[src/rtl/fifo_wr_ctrl.sv]
// fifo_wr_ctrl: write-domain controller of the asynchronous FIFO.
// Owns the binary and Gray write pointers and drives RAM write port A.
// Synchronises the read Gray pointer into wclk to produce the full,
// almost-full and sticky overflow flags.
// Optional feature macro: FIFO_WR_ALMOST_FULL_EN adds the walmost_full port
// and the level computation that feeds it.
module fifo_wr_ctrl #(
  parameter int DATESIZE    = 8,
  parameter int ADDRSIZE    = 4,
  parameter int SYNC_STAGES = 2,
  parameter int AF_LEVEL    = 12
) (
  input  logic                wclk,
  input  logic                wrst,
  input  logic                winc,
  input  logic [DATESIZE-1:0] wdata,
  input  logic [ADDRSIZE:0]   rptr_gray,
  output logic                ena,
  output logic                wea,
  output logic [ADDRSIZE-1:0] addra,
  output logic [DATESIZE-1:0] dina,
  output logic [ADDRSIZE:0]   wptr_gray,
  output logic                wfull,
`ifdef FIFO_WR_ALMOST_FULL_EN
  output logic                walmost_full,
`endif
  output logic                wovf
);

  logic [ADDRSIZE:0] wbin;
  logic [ADDRSIZE:0] wbin_next;
  logic [ADDRSIZE:0] wgray_next;
  logic [ADDRSIZE:0] rq_gray;
  logic [ADDRSIZE:0] sync_q [SYNC_STAGES];
  logic [ADDRSIZE:0] full_gray;
  logic              wen;

  // A write is accepted only when not full and not held in reset.
  always_comb begin
    wen = winc & ~wfull & ~wrst;
  end

  // RAM port A is driven straight from the accept decision and the pointer.
  always_comb begin
    ena   = wen;
    wea   = wen;
    addra = wbin[ADDRSIZE-1:0];
    dina  = wdata;
  end

  // Next pointer values; they equal the current ones when no write happens.
  always_comb begin
    wbin_next  = wbin + {{ADDRSIZE{1'b0}}, wen};
    wgray_next = wbin_next ^ (wbin_next >> 1);
  end

  // Full when the write pointer is one lap ahead of the synchronised read
  // pointer: in Gray code that is the top two bits inverted.
  always_comb begin
    full_gray = {~rq_gray[ADDRSIZE:ADDRSIZE-1], rq_gray[ADDRSIZE-2:0]};
  end

  // Read-pointer synchroniser; the last stage is the only consumer-visible copy.
  always_ff @(posedge wclk) begin
    if (wrst) begin
      for (int i = 0; i < SYNC_STAGES; i++) sync_q[i] <= '0;
    end else begin
      sync_q[0] <= rptr_gray;
      for (int i = 1; i < SYNC_STAGES; i++) sync_q[i] <= sync_q[i-1];
    end
  end

  always_comb begin
    rq_gray = sync_q[SYNC_STAGES-1];
  end

  // Pointer, full and overflow registers.
  always_ff @(posedge wclk) begin
    if (wrst) begin
      wbin      <= '0;
      wptr_gray <= '0;
      wfull     <= 1'b0;
      wovf      <= 1'b0;
    end else begin
      wbin      <= wbin_next;
      wptr_gray <= wgray_next;
      wfull     <= (wgray_next == full_gray);
      if (winc & wfull) wovf <= 1'b1;
    end
  end

`ifdef FIFO_WR_ALMOST_FULL_EN
  localparam logic [ADDRSIZE:0] AF_THRESH = ADDRSIZE'(0) + (ADDRSIZE+1)'(AF_LEVEL);

  logic [ADDRSIZE:0] rq_bin;
  logic [ADDRSIZE:0] level_next;

  // Gray to binary: each binary bit is the XOR of all Gray bits at or above it.
  always_comb begin
    rq_bin = '0;
    for (int i = 0; i <= ADDRSIZE; i++) rq_bin[i] = ^(rq_gray >> i);
    level_next = wbin_next - rq_bin;
  end

  // Almost-full uses the same next-pointer view as full, so it shares its timing.
  always_ff @(posedge wclk) begin
    if (wrst) walmost_full <= 1'b0;
    else      walmost_full <= (level_next >= AF_THRESH);
  end
`endif

endmodule

[config.mk]
export PLATFORM = sky130hd
export DESIGN_NAME = fifo_wr_ctrl
export DESIGN_NICKNAME = d
export VERILOG_FILES = /design/src/rtl/fifo_wr_ctrl.sv
export SDC_FILE = /design/constraint.sdc
export NUM_CORES = 1
export LEC_CHECK = 0
export CORE_MARGIN = 2
export CORE_UTILIZATION = 36
export DETAILED_ROUTE_END_ITERATION = 8
export GPL_TIMING_DRIVEN = 0
export PLACE_DENSITY = 0.73
export REMOVE_ABC_BUFFERS = 1
export SETUP_SLACK_MARGIN = 0.02
export SLEW_MARGIN = 20
export SYNTH_ARGS = -nofsm -noshare
export SYNTH_HDL_FRONTEND = slang
export SYNTH_SLANG_ARGS = --single-unit
[constraint.sdc]
create_clock -name wclk -period 2.9 [get_ports wclk]
set_input_delay 0.87 -clock wclk [delete_from_list [all_inputs] [get_ports wclk]]
set_output_delay 0.87 -clock wclk [all_outputs]
set_load 0.1 [all_outputs]
# Word-level counts from Yosys, hierarchy flattened
# Memories as Yosys holds them, arrays and structs flattened.
# Index checks and enable logic that the tools add are counted.
# word_totals
elab_cells	21
latch_bits	0
n_memories	1
reg_bits	12
romBits	0
inputBits	16
ram_bits	10
output_inout_bits	21
# op_classes
n_addsub	1
mux	5
n_div	0
shifts	0
magnitude_cmp	0
reduce_logical	0
n_bitwise	9
n_eq_ne	1
multipliers	0
# memory_table
name	words	word_bits	rd	rd_ports_with_merged_regs	wr	line_no	text
sync_q	2	5	2	0	2	34	logic [ADDRSIZE:0] sync_q [SYNC_STAGES];
# ops
cell	count
two-way mux 5 bit	2
adder 5 x 1 -> 5 bit	1
equality test 5 bit	1
XOR 5 x 4 -> 5 bit	1
bitwise AND 1 bit	3
two-way mux 1 bit	3
inverter 1 bit	2
inverter 2 bit	1
OR 1 bit	2

# Longest topological paths before layout
# Gate-level depths: netlist of run 1.
# depth
word_depth	6
depth_mapped	8
ltp_nobuf	7

# Least setup slack after synthesis of run 1
# Ideal clock, no wire load.
# synth_path
path_kind	input to register
start	input port wrst
end	register wfull
t_arrival_ns	5.065
cell_stages	8
slack_ns	-2.245
required_time_ns	2.821
n_path_buf	1
setup_time_ns	0.079
cell_sequence	clkbuf_1 > nor3b_1 > ha_1 > ha_1 > xnor2_1 > or3_1 > a211o_1 > a211oi_2
# synth_via
elab_chain_cells	5
# synth_rtl
item	line_no	text
from (decl)	14	input logic wrst,
inverter 1 bit	40	wen = winc & ~wfull & ~wrst;
bitwise AND 1 bit	40	
named net ena	18	output logic ena,
adder 5 x 1 -> 5 bit	53	wbin_next = wbin + {{ADDRSIZE{1'b0}}, wen};
named net wbin_next[1]	31	logic [ADDRSIZE:0] wbin_next;
XOR 5 x 4 -> 5 bit	54	wgray_next = wbin_next ^ (wbin_next >> 1);
equality test 5 bit	87	wfull <= (wgray_next == full_gray);
to (signal assigned)	87	
to (decl)	23	output logic wfull,
# The timed path passes the listed nets, and every way through them passes these cells.
# A chain may end at the register's enable or synchronous reset.

# Worst setup path in the final report of run 1
# layout_path
start	input port winc
end	output port wea
# layout_via
elab_chain_cells	2
# layout_rtl
item	line_no	text
from (decl)	15	input logic winc,
bitwise AND 1 bit (2 in a row)	40	
to (decl)	19	output logic wea,
# Every way passes these cells.

==> results of run 1 <==
worst paths after layout:
| check | start | end | slack (ns) | cells past startpoint |
|---|---|---|---|---|
| worst max-delay path | winc | wea | 0.09 | 4 |
| worst min-delay path | sync_q[0][2] | sync_q[0][7] | 0.45 | 1 |
| worst max register to register | wfull | wfull | 0.80 | 7 |
| worst min register to register | sync_q[0][2] | sync_q[0][7] | 0.45 | 1 |
flip-flops by register name, indices dropped and copies added (netlist names):
register	flops
sync_q	10
wptr_gray	5
wbin	4
wfull	1
wovf	1
report_power, final:
group / switching [mW] / internal (mW) / total (mW)
logic: 0.0624 / 0.0349 / 0.0974
registers: 0.00391 / 0.299 / 0.303
clock network: 0.0803 / 0.0534 / 0.134
layout by cell type (no fill, tap or decap):
cell	count
sky130_fd_sc_hd__a211o_1	1
sky130_fd_sc_hd__a211oi_2	1
sky130_fd_sc_hd__a21oi_1	2
sky130_fd_sc_hd__and3b_2	1
sky130_fd_sc_hd__buf_2	1
sky130_fd_sc_hd__buf_4	2
sky130_fd_sc_hd__buf_6	1
sky130_fd_sc_hd__clkbuf_1	1
sky130_fd_sc_hd__clkbuf_4	3
sky130_fd_sc_hd__clkdlybuf4s50_1	17
sky130_fd_sc_hd__dfxtp_1	21
sky130_fd_sc_hd__ha_2	1
sky130_fd_sc_hd__ha_4	1
sky130_fd_sc_hd__nand2_1	1
sky130_fd_sc_hd__nand2b_1	1
sky130_fd_sc_hd__nand3_1	3
sky130_fd_sc_hd__nor2_1	7
sky130_fd_sc_hd__nor2b_1	12
sky130_fd_sc_hd__nor3b_1	1
sky130_fd_sc_hd__nor3b_4	1
sky130_fd_sc_hd__o211ai_1	1
sky130_fd_sc_hd__or2_2	1
sky130_fd_sc_hd__or3_1	1
sky130_fd_sc_hd__xnor2_1	4
sky130_fd_sc_hd__xnor2_2	2
sky130_fd_sc_hd__xor2_1	5
area by class of cell:
cell class	count	area [um^2]
Tap cell	28	35.0
Fill cell	227	1140
Sequential cell	21	420
Clock buffer	4	26.3
Multi-Input combinational cell	47	365
Timing Repair Buffer	21	201
what timing repair did:
action                     4_1_cts  5_1_grt
hold endpoints to repair         0        0
cloned                           0        0
setup endpoints to repair        8        1
resized for setup               19        7
setup buffers                    0        1
pin swaps                        0        1
through the flow:
stage	area (um^2)	total power [mW]	worst slack, ns	hold WS, ns	util, %
6_report	1050	0.534	0.0920	0.445	47.9
5_1_grt	1050	0.564	0.0129	0.466	47.9
4_1_cts	1020	0.537	0.0231	0.449	46.6
3_5_place_dp	987	0.402	-1.39	0.422	45.1
3_3_place_gp	987	0.401	-1.31	0.417	45.1
2_1_floorplan	752	0.374	-4.26	0.414	-
cells in the mapped netlist:
master,count
sky130_fd_sc_hd__and3b_2,1
sky130_fd_sc_hd__nand2_1,1
sky130_fd_sc_hd__nand3_1,3
sky130_fd_sc_hd__or3_1,1
sky130_fd_sc_hd__dfxtp_1,21
sky130_fd_sc_hd__xnor2_1,5
sky130_fd_sc_hd__xor2_1,5
sky130_fd_sc_hd__buf_4,9
sky130_fd_sc_hd__a211o_1,1
sky130_fd_sc_hd__nand2b_1,1
sky130_fd_sc_hd__or2_2,1
sky130_fd_sc_hd__ha_1,2
sky130_fd_sc_hd__o211ai_1,1
sky130_fd_sc_hd__nor2b_1,12
sky130_fd_sc_hd__a21oi_1,2
sky130_fd_sc_hd__clkbuf_1,2
sky130_fd_sc_hd__nor2_1,7
sky130_fd_sc_hd__xnor2_2,1
sky130_fd_sc_hd__a211oi_2,1
sky130_fd_sc_hd__nor3b_1,2
cells by family after synthesis:
logic type | share of synthesized area (%)
fa+ha+maj | 3.03
simple gates | 19.8
buf+inv | 9.08
compound gates | 4.69
xor+xnor | 12.6
flops | 50.8
per-layer routing:
| layer | up-vias | share of wire (%) | GRT usage [%] |
|---|---|---|---|
| met5 | - | 0 | 0 |
| met2 | 24 | 53 | 18.6 |
| met4 | 0 | 1.1 | 6.58 |
| met1 | 251 | 38 | 9.84 |
| li1 | 273 | - | - |
| met3 | 2 | 8.1 | 6.03 |
==> flow_summary_export.csv, run 1 <==
group,metric,value,unit
timing,timing.slew.headroom,35.2,%
power_and_ir_drop,peakVddDrop,0.000285,V
worst_setup_path,required,2.03,ns
timing,worst_clock_skew,0.000398,ns
cts,worstSkewPairLatency,0.29,ns
worst_setup_path,critical_path_buf_inv_count,3,
worst_setup_path,critical_path_peak_fanout,3,
layout,antenna_cells_inserted,0,
route,routed_via_density,4.55,
floorplan,fp.dieW,51.9,um
placed_design,buffer_ports.inserted,20,
placed_design,gp_routability_congestion,0.697,
global_route,grt_first_pass_wirelength,2120,um
global_route,globalRouteTotalUtil,10.8,%
cts,clk_root_buffer_cell,"sky130_fd_sc_hd__clkbuf_4",
cts,cts_buffers,3,
route,drc,0,
flow_run,cap_violations,0,
timing,worstMarginPinSlew,0.969,ns
synthesis,synthesis.yosys.warnings,0,
synthesis,synth.top_cells.by_area,"sky130_fd_sc_hd__dfxtp_1, sky130_fd_sc_hd__nor2b_1, sky130_fd_sc_hd__buf_4, sky130_fd_sc_hd__xnor2_1, sky130_fd_sc_hd__xor2_1",
worst_setup_path,critical_path_cell_list,"clkdlybuf4s50_1 -> nor3b_4 -> buf_4 -> buf_6",
cts,cts_hold_repair.buffers,0,
floorplan,num_io_pins,37,
worst_setup_path,arrival,1.94,ns
timing,rsz0062_at_grt,"yes",
floorplan,die_area,0.00270,mm^2
synthesis,synthDominantCellAreaShare,50.8,%
worst_setup_path,endpoint_kind,"output port",
route,detailroute.via_count,550,
synthesis,yosys.area.top_type,"sky130_fd_sc_hd__dfxtp_1",
worst_setup_path,cpLargestDelayFamily,"buffers and inverters",
route,dr.first_iter.drc_count,1,
layout,synthesis_to_finish_area_growth,26.8,%
synthesis,yosysSeqAreaShare,50.8,%
timing,final-max-slew-violation-count,0,
global_route,grt_max_degree,23,
cts,clk_transition_reported_paths,0.11,ns
cts,number_of_buffers_between_clock_root_and_the_deepest_sink,2,
timing,final_hold_viol_count,0,
power_and_ir_drop,power_density,509,mW/mm^2
floorplan,fp-row-count,17,
layout,post_route_cells_drive_above_1_share,16.1,%
run_status,outcome,"finished clean",
floorplan,die_h,51.9,um
layout,final-instance-count-excl-fill,121,
global_route,grt-ovfl-total,0,
global_route,grt_pass1_vias,536,
synthesis,postSynthRegisterBits,21,
worst_setup_path,start_kind,"input port",
placed_design,dp.cells,116,
synthesis,netlist_area_pre_place,827,um^2
layout,num-nets-final,112,
route,postRouteAntennaNets,0,
worst_setup_path,critical-path-slowest-cell,"sky130_fd_sc_hd__clkdlybuf4s50_1",
worst_setup_path,criticalPathCategory,"input port to output port",
cts,tritoncts_num_sinks,21,
timing,setup_violations,0,
timing,max_freq,356,MHz
synthesis,syn_avg_cell_area,10.5,um^2
min_path,worst_hold_path_type,"register to register",
synthesis,synthCells,79,
route,drt_pre_antenna_iters,3,
worst_setup_path,critPathMaxStageDelay,0.48,ns
floorplan,floorplan.core_area,0.00219,mm^2
global_route,antenna_found_initial,0,
cts,cts_tree,"yes",
synthesis,netlist-cell-type-count,20,
cts,cts_htree_levels,1,
route,routed_wire_length_per_instance,10.6,um
timing,timing.setup.tns,0,ns
route,drt_wl_total,1290,um
power_and_ir_drop,total_leakage_power,0.383,nW
timing,finalCritPeriodShare,96.8,%
floorplan,initial_core_util,37.7,%
timing,period_needed,2.81,ns
Power figures use the tool's default switching activity.
==> run 2, diff against run 1 <==
--- a/config.mk
+++ b/config.mk
@@ -5,11 +5,12 @@
 export SDC_FILE = /design/constraint.sdc
 export NUM_CORES = 1
 export LEC_CHECK = 0
+export CAP_MARGIN = 20
 export CORE_MARGIN = 2
 export CORE_UTILIZATION = 36
 export DETAILED_ROUTE_END_ITERATION = 8
 export GPL_TIMING_DRIVEN = 0
-export PLACE_DENSITY = 0.73
+export PLACE_DENSITY_LB_ADDON = 0.1
 export REMOVE_ABC_BUFFERS = 1
 export SETUP_SLACK_MARGIN = 0.02
 export SLEW_MARGIN = 20
==> run 2 against run 1 <==
Against the previous run:
- global-route usage is 0.80 points lower
- sequential power about the same
- die area did not move
- count of clock-buffer cells in the layout fell by 1
- worst setup slack got worse by 0.047 ns
- largest power group unchanged
==> flow_summary_export.csv, run 2 (synthesized netlist as in run 1, its figures left out) <==
group,metric,value,unit
layout,post_route_cells_drive_above_1_share,18.1,%
floorplan,fp-row-count,17,
run_status,outcome,"finished clean",
floorplan,fp.dieW,51.9,um
layout,final_core_utilization,48.1,%
route,routed_via_density,4.40,
worst_setup_path,critical_path_buf_inv_count,3,
worst_setup_path,start_kind,"input port",
timing,timing.setup.tns,0,ns
global_route,grt_pass1_vias,492,
layout,fill_cells,209,
floorplan,die_h,51.9,um
layout,largest-register,"sync_q",
floorplan,num_io_pins,37,
worst_setup_path,endpoint_kind,"output port",
worst_setup_path,cpLargestDelayFamily,"buffers and inverters",
route,drc,0,
power_and_ir_drop,power_density,509,mW/mm^2
power_and_ir_drop,peakVddDrop,0.000260,V
worst_setup_path,critPathMaxStageDelay,0.49,ns
min_path,worst_hold_path_type,"register to register",
timing,setup_violations,0,
layout,mostFrequentLayoutCell,"sky130_fd_sc_hd__dfxtp_1",
cts,cts_hold_repair.buffers,0,
global_route,grt_max_degree,23,
timing,final_hold_viol_count,0,
worst_setup_path,criticalPathCategory,"input port to output port",
global_route,grt-ovfl-total,0,
route,drt_pre_antenna_iters,2,
worst_setup_path,critical_path_cell_list,"clkdlybuf4s50_1 -> nor3b_4 -> buf_4 -> buf_4",
placed_design,hpwl_after_dpl,855,um
floorplan,die_area,0.00270,mm^2
layout,number_of_flip_flops_in_the_largest_register,10,
floorplan,floorplan.core_area,0.00219,mm^2
worst_setup_path,timing.critical_path.mode_cell,"sky130_fd_sc_hd__buf_4",
timing,worst_clock_skew,0.00272,ns
layout,synthesis_to_finish_area_growth,27.4,%
cts,tritoncts_num_sinks,21,
cts,cts_tree,"yes",
flow_run,cap_violations,0,
layout,num-nets-final,113,
placed_design,placedInstanceArea,987,um^2
power_and_ir_drop,comb_power_share,18.0,%
cts,number_of_buffers_between_clock_root_and_the_deepest_sink,2,
global_route,globalRouteTotalUtil,10.0,%
timing,layout_setup_ws,0.0449,ns
timing,period_needed,2.86,ns
placed_design,buffer_ports.inserted,20,
timing,final-max-slew-violation-count,0,
worst_setup_path,arrival,1.99,ns
worst_setup_path,worst_r2r_path_depth,7,
power_and_ir_drop,power.share.clock,25.5,%
cts,cts_htree_levels,1,
min_path,worst_hold_path.num_cells,1,
global_route,grt_first_pass_wirelength,1940,um
route,detailroute.via_count,537,
cts,cts_buffers,3,
timing,hold_ws,0.448,ns
route,routed_wire_length_per_instance,10.2,um
power_and_ir_drop,pwr-share-seq,56.5,%
placed_design,preCtsSetupSlack,-1.38,ns
global_route,antenna_found_initial,0,
layout,top_regs,"sync_q: 10 flops, wptr_gray: 5 flops, wbin: 4 flops",
timing,rsz0062_at_grt,"no",
power_and_ir_drop,total_leakage_power,0.390,nW
worst_setup_path,crit_cells,4,
cts,clk_transition_reported_paths,0.11,ns
route,drt_wl_total,1240,um
power_and_ir_drop,design_power_total,536,uW
power_and_ir_drop,switching_fraction,28.2,%
route,dr.first_iter.drc_count,1,
power_and_ir_drop,switching_power,151,uW
layout,final_cell_area,0.00105,mm^2
route,postRouteAntennaNets,0,
floorplan,initial_core_util,37.7,%
layout,final-instance-count-excl-fill,122,
layout,antenna_cells_inserted,0,
worst_setup_path,critical-path-slowest-cell,"sky130_fd_sc_hd__clkdlybuf4s50_1",
cts,worstSkewPairLatency,0.29,ns
worst_setup_path,required,2.03,ns
power_and_ir_drop,internal-power,385,uW
layout,final_cell_mix,"sky130_fd_sc_hd__dfxtp_1, sky130_fd_sc_hd__clkdlybuf4s50_1, sky130_fd_sc_hd__nor2b_1",
cts,clk_root_buffer_cell,"sky130_fd_sc_hd__clkbuf_4",
timing,max_freq,350,MHz
timing,worstMarginPinSlew,0.968,ns
placed_design,gp_routability_congestion,0.662,
placed_design,dp.cells,116,
timing,timing.slew.headroom,35.3,%
worst_setup_path,critical_path_peak_fanout,2,
timing,finalCritPeriodShare,98.5,%
==> run 2: cell count changes in the layout (fill, tap and decap cells not counted), sizes merged <==
| cell | change |
|---|---|
| buf | +1 |
| clkbuf | -1 |
| clkinv | +1 |
==> run 2: power by group through the flow <==
| stage | sequential [mW] | combinational [mW] | clock [mW] |
|---|---|---|---|
| 3_3_place_gp | 0.309 | 0.0925 | 0 |
| 5_1_grt | 0.304 | 0.103 | 0.156 |
| 6_report | 0.303 | 0.0968 | 0.137 |
| 4_1_cts | 0.303 | 0.0928 | 0.146 |
| 3_5_place_dp | 0.309 | 0.0929 | 0 |
| 2_1_floorplan | 0.339 | 0.0350 | 0 |
==> run 2: cell type report <==
type	instances	area [um^2]	area share, %
sequential	21	420	39.9
multi-input combinational	47	365	34.7
timing repair buffer	22	205	19.5
tap	28	35.0	3.33
clock buffer	3	22.5	2.14
clock inverter	1	5.00	0.475
==> run 2: path summary, 6_finish.rpt <==
kind	start	to	slack, ns
worst min register to register	sync_q[0][3]	sync_q[0][8]	0.45
worst max register to register	wfull	wfull	0.86
worst max-delay path	winc	wea	0.04
worst min-delay path	sync_q[0][3]	sync_q[0][8]	0.45
==> run 2: layer usage <==
metal / routed length, um / GRT usage (%) / share of wire (%)
met1: 524 / 9.45 / 42
met2: 597 / 16.0 / 48
met3: 102 / 5.46 / 8.2
met4: 14 / 7.89 / 1.1
met5: 0 / 0 / 0
==> run 2: worst reg2reg max path, delay by kind of cell, from the launching register on <==
kind | cells | cell delay, ns
XOR/XNOR | 1 | 0.15
AO/OA/AOI/OAI | 2 | 0.47
AND/OR/NAND/NOR | 2 | 0.53
adder cells (fa/ha/maj) | 2 | 0.47
flip-flops | 1 | 0.36
==> run 2: timing repair <==
| item | 4_1_cts | 5_1_grt |
|---|---|---|
| pin swaps | 0 | 1 |
| gates resized for setup | 18 | 7 |
| cloned | 0 | 0 |
| endpoints found under the setup margin | 8 | 1 |
| hold endpoints to repair | 0 | 0 |
| buffers inserted | 0 | 2 |
==> RTL edit 1 (config.mk and constraints of run 2) <==
`ADDRSIZE`: 4 -> 8.
--- a/src/rtl/fifo_wr_ctrl.sv
+++ b/src/rtl/fifo_wr_ctrl.sv
@@ -6,7 +6,7 @@
 // and the level computation that feeds it.
 module fifo_wr_ctrl #(
   parameter int DATESIZE    = 8,
-  parameter int ADDRSIZE    = 4,
+  parameter int ADDRSIZE    = 8,
   parameter int SYNC_STAGES = 2,
   parameter int AF_LEVEL    = 12
 ) (
Interface: changed (resized addra, rptr_gray and wptr_gray); port bits go from 37 to 49. The function was not compared with the original's and may differ.
==> RTL edit 1 against run 2 <==
Worst hold slack worse by 8.4 ps; clock skew up 5.9 ps; total power up 100%; design area up 97%; synthesized area up 97%; worst setup slack better by 34 ps; sequential cell count up 16; wire length up 120%; clock power rose to 3.2 times the old value; sequential power up 75%; die area up 88%.
==> RTL edit 1: results (changes against run 2) <==
power:
  power_clock_uw: 443  # +220%
  peakVddDrop_mv: 0.2150  # -17%
  seq_power_uw: 530  # +75%
  powerComb_uw: 112  # +16%
place:
  place_hpwl_mm: 1.918  # +120%
  portBuffers: 32  # +60%
  dp_worst_setup_slack_ps: -983.1  # +397.2 ps
  placed_area_um2: 1889  # +91%
setup_path:
  r2r_slack_ps: 660  # -200 ps
  critPathArrivalTime_ps: 1950  # -40 ps
  r2r_cells: 9  # +2
final_layout:
  fill_cells: 404  # +93%
  fin_cells: 241  # +98%
  nets: 211  # +87%
  top_regs: "sync_q (18), wptr_gray (9), wbin (8)"
synth:
  synth_common_cells: "dfxtp_1 (37), nor2b_1 (21), nor2_1 (19), xnor2_1 (13), buf_4 (10)"
  avgSynthCellArea_um2: 9.971  # -4.8%
  yosys-top-cells-area: "dfxtp_1 (46%), nor2b_1 (8.1%), xnor2_1 (7.0%), buf_4 (4.6%), nor2_1 (4.4%)"
  synth_fa_ha_area_frac: 0.02309  # -0.007162
  synth_compound_area_frac: 0.08930  # +0.04240
  synth-xor-area-share: 0.1547  # +0.02917
  ys_seq_area_frac: 0.4557  # -0.05259
  synthesis.area_um2: 1625  # +97%
detailed_routing:
  drt_pass1_iterations: 4  # +2
  wl_per_cell_um: 11.52  # +13%
  via_per_inst: 4.651  # +5.7%
  first_iter_violations: 45  # +44
global_routing:
  grt_max_degree: 39  # +70%
  first_global_vias: 1096  # +120%
  grt_usage: 0.1258  # +0.02535
outcome:
  run_status: "completed"
hold_path:
  holdPathEnd: "sync_q[0][10]"
  holdCritStartpoint: "sync_q[0][1]"
clocking:
  clk_pin_slew_worst_paths_ps: 80  # -30 ps
  clock-root-buffer: "clkbuf_8"
  numCtsBuffers: 5  # +2
  cts_resized: 25  # +7
  cts_setup_buffers: 3  # +3
timing:
  fmax_ghz: 0.3545  # +1.2%
  fin_hold_ws_ps: 439.4  # -8.379 ps
  worst_pin_slew_ps: 972.6  # +4.628 ps
## RTL edit 1: changes by cell type in the layout (fill, tap and decap cells not counted), sizes merged, moves of 3 or more
| cell | before | now |
|---|---|---|
| nor2 | 7 | 19 |
| o21ai | 0 | 3 |
| nor2b | 12 | 21 |
| dlygate4sd2 | 0 | 4 |
| nand2 | 1 | 4 |
| dfxtp | 21 | 37 |
| xnor2 | 6 | 13 |
| nand3 | 3 | 6 |
| clkdlybuf4s50 | 17 | 24 |
## RTL edit 1: layout make-up
| type | instances | area [um2] | share of cell area |
|---|---|---|---|
| clock inverters | 3 | 46.29 | 0.02233 |
| well taps | 52 | 65.06 | 0.03138 |
| flip-flops and latches | 37 | 740.7 | 0.3573 |
| clock buffers | 5 | 68.82 | 0.03319 |
| inverters | 2 | 7.507 | 0.003621 |
| repair buffers | 36 | 335.3 | 0.1617 |
| multi-input cells | 106 | 809.5 | 0.3905 |
## RTL edit 1: per-layer routing
layer | global-route usage | up-vias | share of wire
met4 | 0.05031 | 0 | 0.017
met2 | 0.1955 | 42 | 0.46
met1 | 0.1506 | 507 | 0.45
met5 | 0 | - | 0
li1 | - | 566 | -
met3 | 0.05840 | 6 | 0.072
## RTL edit 1: kinds of logic (layout without fill, tap and decap cells)
| logic type | after synthesis | count (layout) |
|---|---|---|
| AO/OA/AOI/OAI | 19 | 19 |
| XOR/XNOR | 23 | 23 |
| adder cells (fa/ha/maj) | 3 | 3 |
| buffers and inverters | 20 | 46 |
| flip-flops | 37 | 37 |
| AND/OR/NAND/NOR | 61 | 61 |
## RTL edit 1: worst max-delay path, stage by stage
cell and delay (ps):
buf_4 230, nor3b_4 270, buf_4 140, buf_2 410
==> RTL edit 2 (settings of run 2) <==
Made on the original files. Register the output `wovf` once more, cleared by the reset; this adds one clock of latency there. The other outputs are not delayed to match.
--- a/src/rtl/fifo_wr_ctrl.sv
+++ b/src/rtl/fifo_wr_ctrl.sv
@@ -26,6 +26,8 @@
 `endif
   output logic                wovf
 );
+
+  logic wovf_s0;
 
   logic [ADDRSIZE:0] wbin;
   logic [ADDRSIZE:0] wbin_next;
@@ -80,12 +82,12 @@
       wbin      <= '0;
       wptr_gray <= '0;
       wfull     <= 1'b0;
-      wovf      <= 1'b0;
+      wovf_s0   <= 1'b0;
     end else begin
       wbin      <= wbin_next;
       wptr_gray <= wgray_next;
       wfull     <= (wgray_next == full_gray);
-      if (winc & wfull) wovf <= 1'b1;
+      if (winc & wfull) wovf_s0 <= 1'b1;
     end
   end
 
@@ -109,5 +111,13 @@
   end
 `endif
 
+  always_ff @(posedge wclk) begin
+    if (wrst) begin
+      wovf <= '0;
+    end else begin
+      wovf <= wovf_s0;
+    end
+  end
+
 endmodule
 
Behaviour: not the same (a bounded check fails within 10 cycles, from zero or initial values and one cycle with wrst high).
==> RTL edit 2 against run 2 <==
Via count rose by 11%; total power is 7.7% higher; design area is 7.2% higher; wire length up 18%; synthesized area is 12% higher; global-route usage is 1.6 points higher; sequential cell count rose by 1; worst setup slack improved by 41 ps; final cell count grew 5.7%.
==> RTL edit 2: results (changes against run 2) <==
outcome:
  run_status: "completed"
global_routing:
  grt_antenna_before_repair: 0  # unchanged
  first_global_vias: 541  # +10%
  grt_usage: 0.1163  # +0.01588
  grt_max_degree: 24  # +4.3%
  grt_pass1_wl_mm: 2.332  # +20%
synth:
  synthCells: 87  # +10%
  ys_seq_area_frac: 0.4744  # -0.03393
  synth_common_cells: "dfxtp_1 (22), nor2b_1 (16), buf_4 (9), nor2_1 (7), xor2_1 (5)"
  yosys-top-cells-area: "dfxtp_1 (47%), nor2b_1 (11%), buf_4 (7.3%), xor3_1 (5.1%), xor2_1 (4.7%)"
  ys_types: 21  # +5.0%
power:
  intPower_uw: 425.9  # +11%
  peakVddDrop_mv: 0.2860  # +10%
  p_leak_nw: 0.4920  # +26%
final_layout:
  drive_gt1_frac: 0.1212  # -0.05964
  nets: 118  # +4.4%
  diodes: 0  # unchanged
setup_path:
  r2r_slack_ps: 820  # -40 ps
  critPathArrivalTime_ps: 1940  # -50 ps
  cp_max_fo: 3  # +1
detailed_routing:
  vias: 595  # +11%
  wirelength_mm: 1.457  # +18%
  via_per_inst: 4.612  # +4.8%
  drt_pass1_iterations: 3  # +1
  first_iter_violations: 4  # +3
place:
  placed_cells: 125  # +7.8%
  place_hpwl_mm: 1.039  # +21%
  place_congestion: 0.6857  # +3.6%
timing:
  worst_pin_slew_ps: 966.1  # -1.871 ps
  hold_violations: 0  # unchanged
  fin_worst_skew_ps: 10.19  # +7.470 ps
## RTL edit 2: cell count changes in the layout (fill, tap and decap cells not counted), moves of 2 or more
cell | before | now
buf_4 | 4 | 2
xor3_1 | 0 | 2
nor2b_1 | 12 | 16
a21o_1 | 0 | 2
dlymetal6s2s_1 | 0 | 2
clkdlybuf4s50_1 | 17 | 14
## RTL edit 2: routing by layer
| metal | up-vias | share of wire | wire length (um) | GRT usage |
|---|---|---|---|---|
| met2 | 30 | 0.48 | 705 | 0.1865 |
| met1 | 270 | 0.42 | 616 | 0.1191 |
| li1 | 293 | - | - | - |
| met3 | 2 | 0.080 | 116 | 0.05738 |
| met4 | 0 | 0.013 | 19 | 0.07500 |
| met5 | - | 0 | 0 | 0 |
## RTL edit 2: cell type report
type / count / area [um2]
Timing Repair Buffer: 20 / 193.9
Sequential cell: 22 / 440.4
Multi-Input combinational cell: 53 / 421.7
Tap cell: 30 / 37.54
Fill cell: 233 / 1325
Clock buffer: 4 / 36.28
## RTL edit 2: worst register-to-register path: cells and delay by family, from the launching register on
kind                     cells  cell delay (ps)
adder cells (fa/ha/maj)      2              530
AO/OA/AOI/OAI                1              120
flip-flops                   1              370
AND/OR/NAND/NOR              2              410
XOR/XNOR                     2              600
## RTL edit 2: kinds of logic (layout without fill, tap and decap cells)
group | count (synthesis) | in the layout | share of synthesized area
xor gates and xnor gates | 13 | 13 | 0.1792
AOI/OAI and AO/OA | 7 | 7 | 0.04986
buffers and inverters | 12 | 24 | 0.08625
DFF | 22 | 22 | 0.4744
adders and majority gates | 2 | 2 | 0.02695
and+or+nand+nor | 31 | 31 | 0.1833
## RTL edit 2: worst min path at each step
stage	from	end	slack [ps]	depth (start not counted)
floorplan	sync_q[0][0]	sync_q[0][5]	410	1
global placement	sync_q[0][3]	sync_q[0][8]	420	1
detailed placement	sync_q[0][3]	sync_q[0][8]	430	1
CTS	sync_q[0][4]	sync_q[0][9]	450	1
global route	sync_q[0][4]	sync_q[0][9]	460	1
finish	sync_q[0][4]	sync_q[0][9]	440	1
## RTL edit 2: through the flow
step | setup WS [ps] | instance area, um2
after CTS | 23.17 | 1129
final | 86.38 | 1130
after detailed placement | -1616 | 1086
after global placement | -1553 | 1086
after global routing | 43.82 | 1130
after floorplan | -4150 | 848.3
## RTL edit 2: repair_timing
action	in CTS	in global routing
setup buffers	0	0
setup endpoints to repair	11	5
gates resized for setup	20	5
## RTL edit 2: power groups by stage
stage | clock network [mW] | registers (mW) | logic, mW
6_report | 0.164 | 0.316 | 0.0971
2_1_floorplan | 0 | 0.353 | 0.0390
3_3_place_gp | 0 | 0.323 | 0.0966
5_1_grt | 0.186 | 0.318 | 0.103
4_1_cts | 0.174 | 0.316 | 0.0986
3_5_place_dp | 0 | 0.323 | 0.0975
